File: config.mk
export PLATFORM = sky130hd
export DESIGN_NAME = trdb_itype_detector_pipe
export DESIGN_NICKNAME = d
export VERILOG_FILES = /design/src/rtl/trdb_itype_detector_pipe.sv
export SDC_FILE = /design/constraint.sdc
export NUM_CORES = 1
export LEC_CHECK = 0
export BUFFER_PORTS_ARGS = -buffer_cell sky130_fd_sc_hd__buf_2
export CAP_MARGIN = 20
export CELL_PAD_IN_SITES_DETAIL_PLACEMENT = 1
export CELL_PAD_IN_SITES_GLOBAL_PLACEMENT = 2
export CORE_ASPECT_RATIO = 1.1
export CORE_MARGIN = 8
export CORE_UTILIZATION = 36
export DETAILED_ROUTE_END_ITERATION = 8
export PLACE_DENSITY_LB_ADDON = 0.1
export SLEW_MARGIN = 15
export SYNTH_ARGS = -nofsm -noshare
export SYNTH_HDL_FRONTEND = slang
export SYNTH_SLANG_ARGS = --single-unit
File: constraint.sdc
create_clock -name clk_i -period 4.8 [get_ports clk_i]
set_clock_uncertainty 0.05 [all_clocks]
set_input_delay 0.96 -clock clk_i [delete_from_list [all_inputs] [get_ports clk_i]]
set_output_delay 0.96 -clock clk_i [all_outputs]
set_load 0.02 [all_outputs]
File: src/rtl/trdb_itype_detector_pipe.sv
// trdb_itype_detector_pipe: holds one retired instruction and emits its E-trace itype once the next one retires.
// Compressed-instruction classification is enabled by defining TRDB_COMPRESSED_EN.
module trdb_itype_detector_pipe #(
    parameter int XLEN      = 32,
    parameter int ITYPE_LEN = 4
) (
    input  logic                 clk_i,
    input  logic                 rst_i,
    input  logic                 valid_i,
    output logic                 ready_o,
    input  logic [XLEN-1:0]      iaddr_i,
    input  logic [XLEN-1:0]      insn_i,
    input  logic                 trap_i,
    input  logic                 interrupt_i,
    input  logic                 flush_i,
    output logic                 itype_valid_o,
    input  logic                 itype_ready_i,
    output logic [ITYPE_LEN-1:0] itype_o,
    output logic [XLEN-1:0]      iaddr_o
);
    logic                 r_tc_valid;
    logic [XLEN-1:0]      r_tc_addr;
    logic [XLEN-1:0]      r_tc_insn;
    logic                 r_out_valid;
    logic [ITYPE_LEN-1:0] r_out_itype;
    logic [XLEN-1:0]      r_out_addr;
    logic                 w_xfer;
    logic                 w_emit;
    logic                 w_taken;
    logic                 w_xret;
    logic                 w_br;
    logic                 w_jalr;
    logic                 w_jal;
    logic [4:0]           w_rd;
    logic [4:0]           w_rs1;
    logic                 w_rd_link;
    logic                 w_rs1_link;
    logic [XLEN-1:0]      w_size;
    logic [3:0]           w_code;

    assign ready_o       = !r_out_valid || itype_ready_i;
    assign itype_valid_o = r_out_valid;
    assign itype_o       = r_out_itype;
    assign iaddr_o       = r_out_addr;
    assign w_xfer        = valid_i && ready_o;
    assign w_emit        = w_xfer && r_tc_valid && !flush_i;

    // Compressed forms are mapped onto the equivalent 32-bit jump/branch fields.
    always_comb begin
        w_size = XLEN'(4);
        w_rd   = r_tc_insn[11:7];
        w_rs1  = r_tc_insn[19:15];
        w_xret = r_tc_insn == 32'h30200073 || r_tc_insn == 32'h10200073 || r_tc_insn == 32'h7b200073;
        w_br   = r_tc_insn[6:0] == 7'b1100011;
        w_jalr = r_tc_insn[6:0] == 7'b1100111 && r_tc_insn[14:12] == 3'b000;
        w_jal  = r_tc_insn[6:0] == 7'b1101111;
`ifdef TRDB_COMPRESSED_EN
        if (r_tc_insn[1:0] != 2'b11) begin
            w_size = XLEN'(2);
            w_br   = r_tc_insn[1:0] == 2'b01 && r_tc_insn[15:14] == 2'b11;
            w_jal  = r_tc_insn[1:0] == 2'b01 && r_tc_insn[14:13] == 2'b01;
            w_jalr = r_tc_insn[1:0] == 2'b10 && r_tc_insn[15:13] == 3'b100 &&
                     r_tc_insn[11:7] != 5'd0 && r_tc_insn[6:2] == 5'd0;
            w_rd   = w_jal ? {4'd0, !r_tc_insn[15]} : {4'd0, r_tc_insn[12]};
            w_rs1  = r_tc_insn[11:7];
        end
`endif
        w_taken    = iaddr_i != r_tc_addr + w_size;
        w_rd_link  = w_rd == 5'd1 || w_rd == 5'd5;
        w_rs1_link = w_rs1 == 5'd1 || w_rs1 == 5'd5;
        w_code = trap_i ? (interrupt_i ? 4'd2 : 4'd1) :
                 w_xret ? 4'd3 :
                 w_br   ? (w_taken ? 4'd5 : 4'd4) :
                 w_jalr ? (ITYPE_LEN == 3 ? 4'd6 :
                           (w_rd_link && w_rs1_link && w_rd != w_rs1) ? 4'd12 :
                           w_rd_link ? 4'd8 : w_rs1_link ? 4'd13 :
                           w_rd == 5'd0 ? 4'd10 : 4'd14) :
                 w_jal  ? (ITYPE_LEN == 3 ? 4'd0 :
                           w_rd_link ? 4'd9 : w_rd == 5'd0 ? 4'd11 : 4'd15) :
                 4'd0;
    end

    always_ff @(posedge clk_i or posedge rst_i) begin
        if (rst_i) begin
            r_tc_valid  <= 1'b0;
            r_tc_addr   <= '0;
            r_tc_insn   <= '0;
            r_out_valid <= 1'b0;
            r_out_itype <= '0;
            r_out_addr  <= '0;
        end else begin
            if (w_xfer) begin
                r_tc_valid <= 1'b1;
                r_tc_addr  <= iaddr_i;
                r_tc_insn  <= insn_i;
            end else if (flush_i) begin
                r_tc_valid <= 1'b0;
            end
            if (w_emit) begin
                r_out_valid <= 1'b1;
                r_out_itype <= w_code[ITYPE_LEN-1:0];
                r_out_addr  <= r_tc_addr;
            end else if (itype_ready_i) begin
                r_out_valid <= 1'b0;
            end
        end
    end
endmodule

Word-level counts from Yosys, hierarchy flattened
Index checks and enable logic that the tools add are counted.
{"block": "classes", "n_lt_le_gt_ge": 0, "n_reduce_logical": 17, "n_addsub": 1, "eq_ne": 12, "shift": 0, "n_mux": 17, "bitwise": 0, "div": 0, "n_mul": 0}
{"cell": "adder 32 x 3 -> 32 bit, second input constant", "count": 1}
{"cell": "equality test 32 x 29 -> 1 bit, second input constant", "count": 1}
{"cell": "equality test 32 x 30 -> 1 bit, second input constant", "count": 1}
{"cell": "equality test 32 x 31 -> 1 bit, second input constant", "count": 1}
{"cell": "!= test 32 bit", "count": 1}
{"cell": "equality test 7 bit, second input constant", "count": 3}
{"cell": "two-way mux 4 bit", "count": 5}
{"cell": "two-way mux 3 bit", "count": 6}
{"cell": "equality test 5 x 1 -> 1 bit, second input constant", "count": 2}
{"cell": "equality test 5 x 3 -> 1 bit, second input constant", "count": 2}
{"cell": "logical AND 1 bit", "count": 6}
{"cell": "logical NOT 5 bit", "count": 1}
{"cell": "logical OR 1 bit", "count": 5}
{"cell": "two-way mux 1 bit", "count": 5}
{"cell": "!= test 5 bit", "count": 1}
{"cell": "nonzero test 2 bit", "count": 2}
{"cell": "logical NOT 3 bit", "count": 1}
{"cell": "logical NOT 1 bit", "count": 2}
{"cell": "two-way mux 2 bit", "count": 1}
{"block": "totals", "output_inout_bits": 38, "mem_count": 0, "romBits": 0, "ff_bits": 102, "word_cells": 53, "mem_bits_rw": 0, "input_bits": 71, "latchBits": 0}

Logic depth before layout (Yosys ltp)
Gate-level depths: netlist (run 1).
{"block": "logic_depth", "word_depth": 9, "depth_mapped": 9, "depth_no_buf": 8}

Least setup slack after synthesis (run 1)
No wires, ideal clock.
{"block": "synth_timing", "kind": "input to register", "start": "input iaddr_i[15]", "end": "register r_out_itype[0], in the netlist itype_o[0]", "stages": 7, "path_slack_ns": 1.907, "arrival_ns": 2.701, "cell_sequence": "xor2_1 > o311ai_0 > o21a_1 > or4_1 > or4_1 > nor4_1 > a41oi_1"}
{"block": "synth_between", "elab_chain_cells": 5}
{"item": "start: declaration", "line_no": "11", "source": "input logic [XLEN-1:0] iaddr_i,"}
{"item": "!= test 32 bit", "line_no": "68", "source": "w_taken = iaddr_i != r_tc_addr + w_size;"}
{"item": "two-way mux 1 bit", "line_no": "73", "source": "w_br ? (w_taken ? 4'd5 : 4'd4) :"}
{"item": "two-way mux 4 bit", "line_no": "73"}
{"item": "two-way mux 4 bit", "line_no": "72", "source": "w_xret ? 4'd3 :"}
{"item": "two-way mux 4 bit", "line_no": "71", "source": "w_code = trap_i ? (interrupt_i ? 4'd2 : 4'd1) :"}
{"item": "end signal: assignment", "line_no": "101", "source": "r_out_itype <= w_code[ITYPE_LEN-1:0];"}
{"item": "end: declaration", "line_no": "25", "source": "logic [ITYPE_LEN-1:0] r_out_itype;"}
Every way passes these cells.
A chain may end at the register's enable or synchronous reset.

Final worst setup path (run 1)
{"block": "layout_timing", "start": "register r_tc_addr[2]", "end": "register r_out_itype[0], in the netlist itype_o[0]"}
{"block": "layout_between", "elab_chain_cells": 6}
{"item": "start: declaration", "line_no": "22", "source": "logic [XLEN-1:0] r_tc_addr;"}
{"item": "start signal: assignment", "line_no": "94", "source": "r_tc_addr <= iaddr_i;"}
{"item": "adder 32 x 3 -> 32 bit", "line_no": "68"}
{"item": "!= test 32 bit", "line_no": "68"}
{"item": "two-way mux 1 bit", "line_no": "73"}
{"item": "two-way mux 4 bit", "line_no": "73"}
{"item": "two-way mux 4 bit", "line_no": "72"}
{"item": "two-way mux 4 bit", "line_no": "71"}
Every way passes these cells.

==> impl_metrics.csv, run 1 <==
group,metric,value,unit
worst_setup_path,crit_type,"flop to flop",
worst_setup_path,startpoint_type,"flop",
clock_network,cts.path.max_buffers,2,
sta,post-route-period-util,0.643,
global_routing,grt_use_total,0.150,
sta,max_freq,324,MHz
clock_network,cts.repair.resized,0,
power,switchingPower,790,µW
sta,setup_viol,0,
power,switching_share,0.312,
logic_synthesis,synth_async_sr_flop_share,1.00,
min_path,hp-start,"iaddr_o[19]$_DFFE_PP0P_",
logic_synthesis,synth_warnings,0,
detailed_routing,via_count,3667,
sta,final_hold_viol_count,0,
logic_synthesis,synth.avg_cell_area,12.2,µm²
worst_setup_path,critical_path_required,4.95,ns
die,die_x,129,µm
global_routing,grt_pass1_vias,4117,
clock_network,clkTransAtPathRegs,0.06,ns
clock_network,clock-sinks,102,
logic_synthesis,synthTopCellsByCount,"102 x dfrtp_1, 96 x mux2_2, 21 x xor2_1",
logic_synthesis,syn-num-nets,489,
min_path,hp-class,"flop to flop",
power,leakage,2.64,nW
power,internal_power,1.74,mW
layout,drive_above_1_share,0.436,
die,num_rows,45,
job,cap_violations,0,
logic_synthesis,synth_edf_count,0,
placement,io_buffers,108,
die,start_util,0.368,
logic_synthesis,yosysTopAreaCell,"dfrtp_1",
sta,fin_tns_setup,0,ns
worst_setup_path,worstSetupStartpoint,"r_tc_addr[2]$_DFFE_PP0P_",
worst_setup_path,path_cells,"ha_1, nand4_1, nor3_1, a21oi_1, nand3b_1, or4_1, nor4_1, a41oi_1",
logic_synthesis,synth-seq-cells,102,
worst_setup_path,r2r_slack,1.71,ns
worst_setup_path,crit_fanout,8,
detailed_routing,viasPerCell,5.12,
global_routing,grt_max_degree,74,
logic_synthesis,synthTopCellsByArea,"dfrtp_1 50%, mux2_2 21%, xor2_1 3.6%",
placement,placed_cell_area,5830,µm²
detailed_routing,wl_per_cell,18.0,µm
die,pin_count,109,
global_routing,antenna_found_initial,1,
detailed_routing,drt_iter0_markers,104,
sta,slew_headroom,0.401,
power,combPwrFrac,0.252,
logic_synthesis,yosysMostFrequentCell,"dfrtp_1",
clock_network,cts_max_level,3,
sta,tightest_slew,0.899,ns
power,ir_drop,159,µV
die,die_area,18200,µm²
worst_setup_path,crit-reg2reg-launch,"r_tc_addr[2]$_DFFE_PP0P_",
power,power_frac_seq,0.461,
layout,fin_area,6130,µm²
logic_synthesis,synthCells,417,
worst_setup_path,arrival,3.23,ns
logic_synthesis,netlist-cell-type-count,51,
power,clock_power_share,0.287,
detailed_routing,postRouteAntennaNets,0,
detailed_routing,drc,0,
logic_synthesis,ys_seq_area_frac,0.501,
placement,place_congestion,0.742,
logic_synthesis,synth_top_area_share,0.501,
worst_setup_path,cpPeakStageDelay,0.59,ns
clock_network,cts_setup_buffers,0,
clock_network,cts_root_buffer,"clkbuf_16",
die,core_area,13900,µm²
clock_network,clk_latency,0.35,ns
worst_setup_path,slowest_stage,"nor3_1",
layout,nets,595,
die,fp.dieH,141,µm
logic_synthesis,synth_flop_cell,"dfrtp_1",
status,status,"finished clean",
sta,report.final.slew_viol_count,0,
worst_setup_path,end_kind,"flop",
worst_setup_path,ff2ff_path_depth,8,
global_routing,grt_first_pass_wirelength,21300,µm
sta,rsz0062_at_grt,"no",
placement,dpl.hpwl,9820,µm
clock_network,cts_buffers,9,
layout,synthToLayoutAreaGrowth,20.2,%
detailed_routing,routed_wl,12900,µm
logic_synthesis,synth_area,5100,µm²
detailed_routing,firstDrtPassIters,4,
sta,min_period,3.09,ns
clock_network,cts_tree,"yes",
worst_setup_path,r2r_end,"itype_o[0]$_DFFE_PP0P_",
min_path,min_path_cells,2,
power,powerDensity,413,nW/µm²
min_path,hold_end,"iaddr_o[19]$_DFFE_PP0P_",
global_routing,grt_overflow,0,
clock_network,ctsHoldBuffers,0,
-- placed cells by master, fill, tap and decap left out, types with 8 or more instances in the layout --
cell type / count
a21oi_1: 8
buf_2: 108
clkbuf_16: 9
dfrtp_1: 102
mux2_2: 96
nand2_1: 14
nand3_1: 14
nor2_1: 9
o21ai_0: 11
xnor2_1: 19
xor2_1: 21
-- power groups by stage --
stage / Clock (mW) / Sequential [mW] / Combinational [mW]
final: 0.725 / 1.17 / 0.637
after global routing: 0.789 / 1.20 / 0.698
after CTS: 0.757 / 1.17 / 0.654
after detailed placement: 0 / 1.19 / 0.651
after global placement: 0 / 1.18 / 0.643
after floorplan: 0 / 1.26 / 0.333
-- cells by family (layout without fill, tap and decap cells) --
logic type,after synthesis,count (layout),share of synthesized area
other,0,1,0
AND/OR/NAND/NOR,109,109,0.137
AO/OA/AOI/OAI,43,43,0.0557
flip-flops,102,102,0.501
buffers and inverters,24,134,0.0196
adder cells (fa/ha/maj),1,1,0.00245
XOR/XNOR,40,40,0.0687
multiplexers,98,98,0.216
-- sequential cells by signal, indices dropped and copies added, names as in the netlist --
register	count
itype_o	4
r_tc_insn	32
r_tc_valid	1
iaddr_o	32
r_tc_addr	32
itype_valid_o	1
-- through the flow --
stage,cells,worst slack [ns],hold WS [ns],power [mW],utilization
global placement,700,1.62,0.411,1.82,0.421
CTS,715,1.67,0.436,2.58,0.442
detailed placement,700,1.60,0.422,1.84,0.421
finish,716,1.71,0.431,2.53,0.442
global route,715,1.36,0.464,2.68,0.442
floorplan,417,1.11,0.420,1.59,-
-- critical path, delay by kind of cell, from the launching register on --
kind / cells / cell delay (ns)
adder cells (fa/ha/maj): 1 / 0.36
AND/OR/NAND/NOR: 5 / 1.79
AO/OA/AOI/OAI: 2 / 0.27
flip-flops: 1 / 0.46
-- layer usage --
| metal | routed length (µm) | up-vias | part of all wire | GRT usage |
|---|---|---|---|---|
| met5 | 12 | - | 0.00093 | 0 |
| met4 | 169 | 2 | 0.013 | 0.0532 |
| met3 | 683 | 12 | 0.053 | 0.0415 |
| met2 | 6750 | 71 | 0.52 | 0.265 |
| met1 | 5260 | 1831 | 0.41 | 0.167 |
| li1 | - | 1751 | - | - |
-- area by class of cell --
| class | count | area [µm²] |
|---|---|---|
| flip-flops and latches | 102 | 2550 |
| well taps | 188 | 235 |
| clock buffers | 12 | 246 |
| diodes | 1 | 2.50 |
| repair buffers | 112 | 571 |
| fillers | 1544 | 7720 |
| clock inverters | 3 | 45.0 |
| inverters | 7 | 28.8 |
| multi-input cells | 291 | 2450 |
-- worst max path at each step --
stage / end / slack (ns) / depth (start not counted)
2_1_floorplan: iaddr_o[0]$_DFFE_PP0P_ / 1.11 / 1
3_3_place_gp: itype_o[0]$_DFFE_PP0P_ / 1.62 / 8
3_5_place_dp: itype_o[0]$_DFFE_PP0P_ / 1.60 / 8
4_1_cts: itype_o[0]$_DFFE_PP0P_ / 1.67 / 8
5_1_grt: itype_o[0]$_DFFE_PP0P_ / 1.36 / 8
6_report: itype_o[0]$_DFFE_PP0P_ / 1.71 / 8
Note: power is estimated with default switching activity, not from simulation.
==> inputs of run 2 (changes only) <==
- CORE_UTILIZATION: 36 -> 32
- clock period: 4.8 -> 2.6 ns (I/O delays scaled with it)
==> run 2 against run 1 <==
Compared with the run above: sequential share of layout area fell by 2.6 points; sequential power rose by 80%; register-to-register slack got worse by 1.6 ns; global-route usage fell by 0.48 points; final area rose by 6.8%; setup slack got worse by 1.6 ns; clock power rose by 100%; worst hold slack got worse by 0.25 ns; largest power group unchanged; critical path depth fell by 1; via count rose by 4.3%; power rose by 95%; die area rose by 11%.
==> impl_metrics.csv, run 2 (synthesis results as in run 1) <==
group,metric,value,unit
clock_network,ctsHoldBuffers,0,
placement,placed_cell_area,6140,µm²
worst_setup_path,r2r_end,"itype_o[0]$_DFFE_PP0P_",
clock_network,clkTransAtPathRegs,0.07,ns
layout,synthToLayoutAreaGrowth,28.4,%
global_routing,grt_max_degree,67,
sta,report.final.slew_viol_count,0,
worst_setup_path,ff2ff_path_depth,7,
detailed_routing,wl_per_cell,18.3,µm
worst_setup_path,critical_path_required,2.75,ns
placement,io_buffers,108,
global_routing,grt_first_pass_wirelength,23000,µm
layout,fin_area,6550,µm²
detailed_routing,drt_iter0_markers,126,
placement,place_congestion,0.782,
layout,nets,633,
clock_network,clk_latency,0.35,ns
die,fp.dieH,148,µm
sta,max_freq,410,MHz
layout,drive_above_1_share,0.500,
sta,min_period,2.44,ns
clock_network,clock-sinks,102,
sta,final_hold_viol_count,0,
sta,rsz0062_at_grt,"no",
detailed_routing,routed_wl,14000,µm
global_routing,grt_use_total,0.145,
sta,slew_headroom,0.615,
die,num_rows,48,
power,ir_drop,298,µV
detailed_routing,firstDrtPassIters,4,
power,powerDensity,754,nW/µm²
layout,final_common_cell,"buf_2",
layout,fin_util,0.419,
worst_setup_path,arrival,2.59,ns
worst_setup_path,r2r_slack,0.16,ns
layout,final_cells,766,
status,status,"finished clean",
global_routing,grt_overflow,0,
worst_setup_path,crit-reg2reg-launch,"r_tc_addr[10]$_DFFE_PP0P_",
global_routing,antenna_found_initial,2,
worst_setup_path,crit_type,"flop to flop",
layout,final_cell_mix,"108 x buf_2, 97 x dfrtp_1, 96 x mux2_2, 39 x buf_4, 20 x xor2_1",
die,die_x,136,µm
sta,setup_viol,0,
clock_network,cts_buffers,9,
min_path,hp-class,"input port to async pin",
placement,dpl.hpwl,10600,µm
placement,dp.cells,745,
worst_setup_path,end_kind,"flop",
sta,setup_ws,0.159,ns
die,core_area,15600,µm²
global_routing,grt_pass1_vias,4412,
detailed_routing,drc,0,
die,start_util,0.326,
detailed_routing,viasPerCell,4.99,
placement,dp_slack,-0.138,ns
detailed_routing,postRouteAntennaNets,0,
clock_network,cts_tree,"yes",
detailed_routing,via_count,3826,
clock_network,cts_max_level,3,
clock_network,cts.path.max_buffers,2,
job,cap_violations,0,
power,total_power,4.94,mW
clock_network,cts_root_buffer,"clkbuf_16",
sta,fin_tns_setup,0,ns
sta,post-route-period-util,0.939,
power,leakage,2.85,nW
sta,timing.hold.ws,0.176,ns
worst_setup_path,crit_fanout,7,
die,pin_count,109,
die,die_area,20200,µm²
worst_setup_path,startpoint_type,"flop",
layout,n_antenna_cell,0,
sta,tightest_slew,0.576,ns
run 2: how the worst max path moves through the flow:
stage | start | to | slack (ns) | depth (start not counted)
4_1_cts | r_tc_addr[6]$_DFFE_PP0P_ | itype_o[0]$_DFFE_PP0P_ | 0.01 | 7
6_report | r_tc_addr[10]$_DFFE_PP0P_ | itype_o[0]$_DFFE_PP0P_ | 0.16 | 7
5_1_grt | r_tc_addr[10]$_DFFE_PP0P_ | itype_o[0]$_DFFE_PP0P_ | 0.01 | 7
2_1_floorplan | r_tc_addr[4]$_DFFE_PP0P_ | itype_o[0]$_DFFE_PP0P_ | 0.08 | 8
3_3_place_gp | iaddr_i[15] | itype_o[0]$_DFFE_PP0P_ | -0.14 | 8
3_5_place_dp | iaddr_i[15] | itype_o[0]$_DFFE_PP0P_ | -0.14 | 8
run 2: timing repair:
item,in CTS,in global routing
buffers inserted,0,5
setup endpoints to repair,0,1
gates resized for setup,0,12
run 2: metal layers:
layer  vias up  share of wire  global-route usage
li1       1823              -                   -
met1      1906           0.41               0.162
met2        72           0.52               0.259
met3        21          0.044              0.0307
met4         4          0.021              0.0599
met5         -         0.0016                   0
run 2: report_power, final:
part,switching (mW),internal [mW]
logic,0.715,0.637
registers,0.211,1.90
clock network,0.605,0.871
run 2: cell type report:
| type | count | area [µm²] |
|---|---|---|
| Inverter | 7 | 30.0 |
| Clock buffer | 11 | 243 |
| Timing Repair Buffer | 150 | 893 |
| Fill cell | 1730 | 9070 |
| Multi-Input combinational cell | 291 | 2490 |
| Clock inverter | 5 | 82.6 |
| Tap cell | 200 | 250 |
| Sequential cell | 102 | 2560 |
run 2: worst max-delay path, cell delays in order (launching register included):
cell and delay [ns]:
dfrtp_2 0.41, nand4_4 0.18, nor4_4 0.34, a31oi_1 0.11
or4_1 0.49, or4_1 0.43, nor4_2 0.15, a41oi_1 0.13
